`config.mk`:
```
export PLATFORM = sky130hd
export DESIGN_NAME = mp_add_seq_flat
export DESIGN_NICKNAME = d
export VERILOG_FILES = /design/src/rtl/mp_add_seq_pkg.sv /design/src/rtl/mp_add_seq_if.sv /design/src/rtl/mp_add_seq_slice.sv /design/src/rtl/mp_add_seq.sv /design/src/flat_wrapper.sv
export SDC_FILE = /design/constraint.sdc
export NUM_CORES = 2
export LEC_CHECK = 0
export BUFFER_PORTS_ARGS = -buffer_cell sky130_fd_sc_hd__buf_2
export CAP_MARGIN = 20
export CORE_ASPECT_RATIO = 0.5
export CORE_UTILIZATION = 50
export DETAILED_ROUTE_END_ITERATION = 8
export HOLD_SLACK_MARGIN = 0.03
export PLACE_DENSITY = 0.74
export SLEW_MARGIN = 20
export SYNTH_ARGS = -nofsm -noshare
export SYNTH_HDL_FRONTEND = slang
export SYNTH_SLANG_ARGS = --single-unit
```
`constraint.sdc`:
```
create_clock -name clk -period 39.7 [get_ports clk]
set_input_delay 1.985 -clock clk [delete_from_list [all_inputs] [get_ports clk]]
set_output_delay 1.985 -clock clk [all_outputs]
set_load 0.02 [all_outputs]
```
`src/rtl/mp_add_seq_pkg.sv`:
```
// Shared types and defaults for the multi-precision add/sub sequencer.
// Holds the FSM state encoding, default slice geometry and the word-index width helper.
package mp_add_pkg;

   typedef enum logic [1:0] {
      IDLE = 2'd0,
      RUN  = 2'd1,
      RED  = 2'd2,
      DONE = 2'd3
   } state_t;

   localparam int DEF_WIDTH  = 64;
   localparam int DEF_NWORDS = 4;

   // Never returns less than 1, so a single-word build still gets a legal index vector.
   function automatic int clog2(input int n);
      int w;
      w = 1;
      while ((1 << w) < n) w = w + 1;
      return w;
   endfunction

endpackage

```
`src/rtl/mp_add_seq_if.sv`:
```
// Request/response bundle between the arithmetic controller (master) and mp_add_seq (slave).
// Carries the modulus p only when MOD_REDUCE_EN is defined.
interface mp_add_seq_if #(
   parameter int WIDTH  = 64,
   parameter int NWORDS = 4
);
   localparam int N = WIDTH * NWORDS;

   logic         start_valid;
   logic         start_ready;
   logic         op_sub;
   logic [N-1:0] a;
   logic [N-1:0] b;
`ifdef MOD_REDUCE_EN
   logic [N-1:0] p;
`endif
   logic         res_valid;
   logic         res_ready;
   logic [N-1:0] res;
   logic         carry_out;

   modport master (
      output start_valid, op_sub, a, b,
`ifdef MOD_REDUCE_EN
      output p,
`endif
      output res_ready,
      input  start_ready, res_valid, res, carry_out
   );

   modport slave (
      input  start_valid, op_sub, a, b,
`ifdef MOD_REDUCE_EN
      input  p,
`endif
      input  res_ready,
      output start_ready, res_valid, res, carry_out
   );

endinterface

```
`src/rtl/mp_add_seq_slice.sv`:
```
// Single WIDTH-bit ripple adder slice shared by every word of every pass.
// Purely combinational; the caller supplies pre-inverted operands for subtraction.
module mp_add_slice
   import mp_add_pkg::*;
#(
   parameter int WIDTH = DEF_WIDTH
) (
   input  logic [WIDTH-1:0] a,
   input  logic [WIDTH-1:0] b,
   input  logic             cin,
   output logic [WIDTH-1:0] s,
   output logic             cout
);

   logic [WIDTH:0] sum;

   assign sum  = {1'b0, a} + {1'b0, b} + {{WIDTH{1'b0}}, cin};
   assign s    = sum[WIDTH-1:0];
   assign cout = sum[WIDTH];

endmodule

```
`src/rtl/mp_add_seq.sv`:
```
// Multi-precision add/sub sequencer: one WIDTH-bit slice stepped over NWORDS words, LSW first.
// Optional modular correction pass (state RED) is built when MOD_REDUCE_EN is defined.
module mp_add_seq
   import mp_add_pkg::*;
#(
   parameter int WIDTH  = DEF_WIDTH,
   parameter int NWORDS = DEF_NWORDS
) (
   input  logic         clk,
   input  logic         rst_n,
   mp_add_seq_if.slave  bus
);

   localparam int N  = WIDTH * NWORDS;
   localparam int IW = clog2(NWORDS);
   localparam logic [IW-1:0] LAST = IW'(NWORDS - 1);

   state_t            state, state_nx;
   logic [IW-1:0]     idx;
   logic              c;
   logic              op;
   logic [N-1:0]      a_sr, b_sr, res_sr;
   logic              co_r;
   logic              accept, last_word;
   logic [WIDTH-1:0]  sl_a, sl_b, sl_s;
   logic              sl_cout;
`ifdef MOD_REDUCE_EN
   logic [N-1:0]      p_sr;
   logic              red_sel;
`endif

   // Drop the low word and insert a new word at the top (works for NWORDS == 1 too).
   function automatic logic [N-1:0] shift_in(input logic [N-1:0] v, input logic [WIDTH-1:0] w);
      return (v >> WIDTH) | (N'(w) << (N - WIDTH));
   endfunction

   assign accept    = bus.start_valid && (state == IDLE);
   assign last_word = (idx == LAST);

   always_ff @(posedge clk) begin
      if (!rst_n) state <= IDLE;
      else        state <= state_nx;
   end

   always_comb begin
      state_nx = state;
      case (state)
         IDLE: if (bus.start_valid) state_nx = RUN;
`ifdef MOD_REDUCE_EN
         RUN:  if (last_word) state_nx = RED;
         RED:  if (last_word) state_nx = DONE;
`else
         RUN:  if (last_word) state_nx = DONE;
`endif
         DONE: if (bus.res_ready) state_nx = IDLE;
         default: state_nx = IDLE;
      endcase
   end

   always_comb begin
      bus.start_ready = (state == IDLE);
      bus.res_valid   = (state == DONE);
   end

   assign bus.res       = res_sr;
   assign bus.carry_out = co_r;

   // The correction pass feeds the stored result against p (inverted for the add case, cin=1).
   always_comb begin
      sl_a = a_sr[WIDTH-1:0];
      sl_b = b_sr[WIDTH-1:0];
`ifdef MOD_REDUCE_EN
      if (state == RED) begin
         sl_a = res_sr[WIDTH-1:0];
         sl_b = p_sr[WIDTH-1:0] ^ {WIDTH{~op}};
      end
`endif
   end

   mp_add_slice #(.WIDTH(WIDTH)) u_slice (
      .a    (sl_a),
      .b    (sl_b),
      .cin  (c),
      .s    (sl_s),
      .cout (sl_cout)
   );

   // Operand shifters; during RED a_sr is reused to assemble the candidate t.
   always_ff @(posedge clk) begin
      if (accept) begin
         a_sr <= bus.a;
         b_sr <= bus.op_sub ? ~bus.b : bus.b;
`ifdef MOD_REDUCE_EN
         p_sr <= bus.p;
`endif
      end else if (state == RUN) begin
         a_sr <= a_sr >> WIDTH;
         b_sr <= b_sr >> WIDTH;
`ifdef MOD_REDUCE_EN
      end else if (state == RED) begin
         a_sr <= shift_in(a_sr, sl_s);
         p_sr <= shift_in(p_sr, p_sr[WIDTH-1:0]);
`endif
      end
   end

   always_ff @(posedge clk) begin
      if (!rst_n) begin
         idx    <= '0;
         c      <= 1'b0;
         op     <= 1'b0;
         res_sr <= '0;
         co_r   <= 1'b0;
`ifdef MOD_REDUCE_EN
         red_sel <= 1'b0;
`endif
      end else begin
         case (state)
            IDLE: begin
               if (accept) begin
                  op <= bus.op_sub;
                  c  <= bus.op_sub;
               end
            end
            RUN: begin
               res_sr <= shift_in(res_sr, sl_s);
               idx    <= last_word ? '0 : idx + 1'b1;
               c      <= sl_cout;
               if (last_word) begin
                  co_r <= sl_cout;
`ifdef MOD_REDUCE_EN
                  c       <= ~op;
                  red_sel <= op ? ~sl_cout : sl_cout;
`endif
               end
            end
`ifdef MOD_REDUCE_EN
            // res_sr rotates in place so it is intact if the correction is rejected.
            RED: begin
               idx <= last_word ? '0 : idx + 1'b1;
               c   <= sl_cout;
               if (last_word && (red_sel || (!op && sl_cout)))
                  res_sr <= shift_in(a_sr, sl_s);
               else
                  res_sr <= shift_in(res_sr, res_sr[WIDTH-1:0]);
            end
`endif
            default: ;
         endcase
      end
   end

endmodule

```
`src/flat_wrapper.sv`:
```
// flat-port wrapper written by rule: the top's interface ports become plain ports
module mp_add_seq_flat import mp_add_pkg::*;
#(
   parameter int WIDTH  = DEF_WIDTH,
   parameter int NWORDS = DEF_NWORDS
)
  (clk, rst_n, bus_start_valid, bus_op_sub, bus_a, bus_b, bus_res_ready, bus_start_ready, bus_res_valid, bus_res, bus_carry_out);
  mp_add_seq_if #(.WIDTH(WIDTH), .NWORDS(NWORDS)) bus_i ();
  input  logic clk;
  input  logic rst_n;
  input wire logic [$bits(bus_i.start_valid)-1:0] bus_start_valid;
  input wire logic [$bits(bus_i.op_sub)-1:0] bus_op_sub;
  input wire logic [$bits(bus_i.a)-1:0] bus_a;
  input wire logic [$bits(bus_i.b)-1:0] bus_b;
  input wire logic [$bits(bus_i.res_ready)-1:0] bus_res_ready;
  output wire logic [$bits(bus_i.start_ready)-1:0] bus_start_ready;
  output wire logic [$bits(bus_i.res_valid)-1:0] bus_res_valid;
  output wire logic [$bits(bus_i.res)-1:0] bus_res;
  output wire logic [$bits(bus_i.carry_out)-1:0] bus_carry_out;
  assign bus_i.start_valid = bus_start_valid;
  assign bus_i.op_sub = bus_op_sub;
  assign bus_i.a = bus_a;
  assign bus_i.b = bus_b;
  assign bus_i.res_ready = bus_res_ready;
  assign bus_start_ready = bus_i.start_ready;
  assign bus_res_valid = bus_i.res_valid;
  assign bus_res = bus_i.res;
  assign bus_carry_out = bus_i.carry_out;
  mp_add_seq #(.WIDTH(WIDTH), .NWORDS(NWORDS)) u_core (.clk(clk), .rst_n(rst_n), .bus(bus_i));
endmodule
```
* Yosys cells after proc, flatten, opt, wreduce, memory -nomap -nowiden *
Index checks and enable logic that the tools add are counted.

operators by class
  reductions and logical operators = 7
  $add $sub $neg = 3
  mux-type cells = 12
  bitwise gates (word level) = 2
  eq/ne operators = 7

operator list
  cell                                            count
  two-way mux 256 bit                             5
  inverter 256 bit                                1
  OR 192 x 256 -> 256 bit                         1
  adder 64 x 64 -> 65 bit                         1
  adder 65 x 1 -> 65 bit                          1
  two-way mux 2 bit                               4
  case mux 2 bit (3 select lines)                 1
  == test 2 bit (second input constant)           2
  != test 2 x 1 -> 1 bit (second input constant)  2
  != test 2 bit (second input constant)           2
  AND reduction 2 bit                             2
  nonzero test 2 bit                              2
  AND reduction 3 bit                             1
  adder 2 x 1 -> 2 bit (second input constant)    1
  == test 2 x 1 -> 1 bit (second input constant)  1
  zero test 2 bit                                 1
  case mux 1 bit (2 select lines)                 1
  logical AND 1 bit                               1
  two-way mux 1 bit                               1

storage, ports and cells
  bits of input ports = 517
  output and inout bits = 259
  register bits = 774

* Logic depth before layout (Yosys ltp) *
  depth after elaboration = 4
  mapped depth = 11
  mapped depth without buffers = 11

* Hierarchy *
A second synthesis with hierarchy kept.

unflattened totals
  cells, all modules = 3693
  area total of the unflattened synthesis = 36262.3 µm²

modules (own cells, without submodules)
  module        times used  cells an instance  area an instance (µm²)  sequential area each (µm²)
  mp_add_seq    1           3126               32437.4                 20619.8
  mp_add_slice  1           567                3824.9                  0.0

* Least setup slack after synthesis *
No wires, ideal clock.

  path kind = input-to-reg
  start = input port bus_start_valid
  end = register u_core.a_sr[0] (enable)
  path buffers = 4
  cell stages on the path = 6
  setup slack = 24590 ps
  arrival = 11478 ps
  cell sequence = nand2_1 clkbuf_1 clkbuf_1 clkbuf_1 clkbuf_1 nand2_1

between the ends
  longest elaborated chain between the ends = 2

ends and longest elaborated chain
  what                          RTL line            RTL
  start: declaration            flat_wrapper.sv:11  input wire logic [$bits(bus_i.start_valid)-1:0] bus_start_valid;
  logical AND 1 bit             mp_add_seq.sv:37    assign accept = bus.start_valid && (state == IDLE);
  nonzero test 2 bit (no line)  -
  end signal: assignment        mp_add_seq.sv:91    a_sr <= bus.a;
  end signal: assignment        mp_add_seq.sv:97    a_sr <= a_sr >> WIDTH;
  end: declaration              mp_add_seq.sv:22    logic [N-1:0] a_sr, b_sr, res_sr;

No other way between the ends.
A chain may end at the register's enable or synchronous reset.

* Final worst setup path *
  start = input port bus_start_valid
  end = register u_core.b_sr[110] (enable)

between the ends
  longest elaborated chain between the ends = 2

ends and longest elaborated chain
  what                          RTL line          RTL
  logical AND 1 bit             mp_add_seq.sv:37
  nonzero test 2 bit (no line)  -
  end signal: assignment        mp_add_seq.sv:92  b_sr <= bus.op_sub ? ~bus.b : bus.b;
  end signal: assignment        mp_add_seq.sv:98  b_sr <= b_sr >> WIDTH;
  end: declaration              mp_add_seq.sv:22

No other way between the ends.

==> key figures <==
Floorplan
  – I/O pins: 776
  – Number of cell rows: between 60 and 70
  – Starting density of the core: around half
  – Die outline area: just over 0.07 mm^2
  – Die Span Y: around 190 um
  – Width of the die: about 380 um
  – Core box area: around 0.070 mm^2

Routing
  – Total vias in the final route: between 20000 and 30000
  – Routed Wire Length: 108800 um
  – Iteration-0 DRC count of the detailed router: around 3100
  – Average vias per placed instance: 5.371
  – DRC violation count after routing: 0
  – Pre-Repair DR Iteration Count: 6
  – Final antenna-violating net count: 0
  – Detail-routed net length per standard cell: 20.35 um

Layout
  – Layout cell share with drive strength beyond 1: about a fifth
  – Count of nets after finishing: approximately 5000
  – Number of filler cells placed in the layout: ~6000
  – Layout Area Growth over Synthesis: 18.92%

Logic synthesis
  – Cell area after technology mapping: about 0.035 mm^2
  – Post-Synthesis Mean Instance Area: about 9.6 um^2
  – Synthesized net count: about 4300
  – Number of enable-type register cells in the synthesized netlist: between 500 and 600
  – Ranking of synthesized cells by instance count: 1291 x sky130_fd_sc_hd__nand2_1, 512 x sky130_fd_sc_hd__edfxtp_1, 302 x sky130_fd_sc_hd__a21oi_1, 284 x sky130_fd_sc_hd__xnor2_1, 262 x sky130_fd_sc_hd__dfxtp_1
  – Biggest area consumer among synthesized cells: sky130_fd_sc_hd__edfxtp_1
  – Share of async-settable or async-resettable flops after synthesis: 0%
  – Number of warning messages in the yosys log: 0
  – Share of synthesized area occupied by flip-flops and latches: 58.16%
  – Number of distinct library cell variants in the gate-level netlist after synthesis: 69
  – Number of standard cells after synthesis: ~3700
  – Synthesis-stage register bit count: 774
  – Most used DFF post-synth: sky130_fd_sc_hd__edfxtp_1
  – Cell with the most instances after synthesis: sky130_fd_sc_hd__nand2_1
  – Area share of the largest cell type after synthesis: roughly 43%
  – Largest cells by area after synthesis: sky130_fd_sc_hd__edfxtp_1 43%, sky130_fd_sc_hd__dfxtp_1 15%, sky130_fd_sc_hd__nand2_1 14%

Global route
  – GRT overflow: 0
  – Global-route usage over all layers: 29.09%
  – Antenna violations before repair: 46
  – Global-route wire length before repair: approximately 160000 um
  – Vias in the first global route: about 26000
  – Maximum number of pins on one net before global-route repair: around 300

CTS
  – Setup Fix Bufs, Post-CTS: 0
  – Number of H-tree levels: 3
  – Number of buffers between clock root and the deepest sink: 3
  – Hold buffer count at CTS: 0
  – TritonCTS clock tree: done
  – Cts bufs inserted: 71
  – Clock Sink Count: between 700 and 800
  – # resized after CTS: 0
  – Clock latency on the worst-skew pair: between 600 and 700 ps
  – Clock-pin slew reported for the worst setup and hold paths after clock tree synthesis: 60 ps
  – Clock Tree Root: sky130_fd_sc_hd__clkbuf_16

Setup path
  – Signal arrival time at the worst endpoint: ~5200 ps
  – Startpoint class of the critical path: input port
  – Worst flop-to-flop path endpoint: u_core.bus.res[224]$_SDFFE_PN0P_
  – Critical path data required time: between 40000 and 50000 ps
  – Maximum fanout encountered on the critical timing path: 195
  – Minimum setup slack among reg-to-reg paths: between 30000 and 40000 ps
  – Type of the worst setup path: input port to flip-flop
  – Depth of the worst register-to-register path: 11
  – Worst setup EP type: flip-flop
  – Startpoint of the most critical register-to-register path: u_core.b_sr[0]$_DFFE_PP_

Placed design
  – Routability-driven placement congestion ratio: ~0.95
  – Post-DP HPWL: about 80000 um
  – Count of port buffers added during placement: 775

Timing
  – Final worst path period share: 12.22%
  – Achievable frequency: roughly 0.2 GHz
  – Number of hold violations in the final report: 0
  – Worst slack on hold paths: around 450 ps
  – Clock Skew: between 20 and 25 ps
  – Setup violators final: 0
  – Final-layout setup total negative slack: 0 ps
  – Actual transition at the worst max-transition pin: 1262 ps
  – Time the final worst path needs with I/O delays and setup: 4853 ps
  – Worst slew margin: between 10% and 20%
  – Max-slew violation count: 0
  – Setup repair after global routing missed its margin: no

Hold path
  – Capture endpoint of the worst hold path: u_core.bus.res[15]$_SDFFE_PN0P_
  – Worst Hold Path Cells: 2
  – Worst hold path class: flip-flop to flip-flop
  – Hold path start: u_core.bus.res[15]$_SDFFE_PN0P_

Power
  – Leakage component of the power: ~0.018 uW
  – PD cells: 52.43 mW/mm^2
  – Worst voltage drop across the vdd grid: 0.02902 mV

Flow run
  – Number of maximum-capacitance constraint violations: 0

Status
  – Status: complete, no violations
==> worst max-delay path by stage <==
stage	from	end	slack (ps)	depth (start not counted)
floorplan	bus_start_valid	u_core.a_sr[0]$_DFFE_PP_	24590	6
global placement	bus_start_valid	u_core.b_sr[113]$_DFFE_PP_	34030	5
detailed placement	bus_start_valid	u_core.a_sr[230]$_SDFFCE_PN0P_	34010	5
CTS	bus_start_valid	u_core.a_sr[103]$_DFFE_PP_	34700	5
global route	bus_start_valid	u_core.b_sr[110]$_DFFE_PP_	34560	6
finish	bus_start_valid	u_core.b_sr[110]$_DFFE_PP_	34850	6
==> per-layer routing <==
layer | wire length [um] | GRT usage, %
met4 | 4877 | 14.19
met5 | 33 | 0
met3 | 8304 | 5.501
met2 | 48950 | 43.07
met1 | 46660 | 41.11
==> kinds of logic (layout without fill, tap and decap cells) <==
group,Yosys count,after routing,share of synthesized area [%]
simple gates,1589,1589,18.00
xor+xnor,304,304,7.510
compound gates,685,685,10.96
other cells,0,46,0
fa+ha+maj,66,66,2.372
mux,4,4,0.1129
buf+inv,263,936,2.887
flops,774,774,58.16
==> area by class of cell <==
cell class              count  area (um^2)  share of cell area, %
multi-input cells        2648        13840                  32.84
clock inverters            29        242.7                 0.5758
inverters                  16        67.56                 0.1603
clock buffers              93         1963                  4.657
flip-flops and latches    774        20620                  48.91
repair buffers            798         4123                  9.779
well taps                 945         1182                  2.805
diodes                     46        115.1                 0.2730
==> cells in the final DEF, fill, tap and decap left out, types with 13 or more instances in the layout <==
| cell | netlist | final |
|---|---|---|
| sky130_fd_sc_hd__inv_1 | 16 | 15 |
| sky130_fd_sc_hd__a21oi_1 | 302 | 302 |
| sky130_fd_sc_hd__a211oi_1 | 17 | 17 |
| sky130_fd_sc_hd__nand2_1 | 1291 | 1289 |
| sky130_fd_sc_hd__ha_1 | 64 | 64 |
| sky130_fd_sc_hd__diode_2 | 0 | 46 |
| sky130_fd_sc_hd__clkbuf_1 | 222 | 13 |
| sky130_fd_sc_hd__and3_1 | 73 | 73 |
| sky130_fd_sc_hd__buf_2 | 3 | 774 |
| sky130_fd_sc_hd__o21ai_0 | 241 | 241 |
| sky130_fd_sc_hd__dfxtp_1 | 262 | 262 |
| sky130_fd_sc_hd__a21o_1 | 27 | 27 |
| sky130_fd_sc_hd__buf_4 | 0 | 18 |
| sky130_fd_sc_hd__xnor2_1 | 284 | 284 |
| sky130_fd_sc_hd__nand3_1 | 30 | 30 |
| sky130_fd_sc_hd__nand4_1 | 21 | 21 |
| sky130_fd_sc_hd__nor2_1 | 120 | 119 |
| sky130_fd_sc_hd__o21bai_1 | 20 | 20 |
| sky130_fd_sc_hd__clkbuf_16 | 0 | 73 |
| sky130_fd_sc_hd__edfxtp_1 | 512 | 512 |
| sky130_fd_sc_hd__xor2_1 | 20 | 20 |
==> critical path, stage by stage <==
cell and delay (ps):
sky130_fd_sc_hd__buf_2 120, sky130_fd_sc_hd__nand2_4 320, sky130_fd_sc_hd__nand2_4 890, sky130_fd_sc_hd__buf_12 750
sky130_fd_sc_hd__buf_4 680, sky130_fd_sc_hd__buf_12 310
==> state kept, by name, indices dropped and copies added, names as in the netlist <==
register and flops:
u_core.b_sr 256, u_core.idx 2, u_core.bus.carry_out 1, u_core.c 1, u_core.state 2, u_core.bus.res 256
u_core.a_sr 256
==> power by group <==
part           switching [uW]  internal, uW  leakage [uW]
combinational             322           166       0.00932
sequential               59.0           987       0.00732
clock                     308           369       0.00108
total                     689          1520        0.0177
==> per-stage QoR <==
stage / instance area [um^2] / std cells / worst slack (ps) / utilization (%) / power (uW)
final: 42160 / 5349 / 34850 / 60.65 / 2210
after CTS: 41990 / 5301 / 34700 / 60.41 / 2206
after global placement: 39790 / 5179 / 34030 / 57.24 / 1528
after floorplan: 35450 / 3685 / 24590 / - / 1385
after global routing: 42150 / 5347 / 34560 / 60.64 / 2300
after detailed placement: 39790 / 5179 / 34010 / 57.24 / 1536
Power figures use the tool's default switching activity.
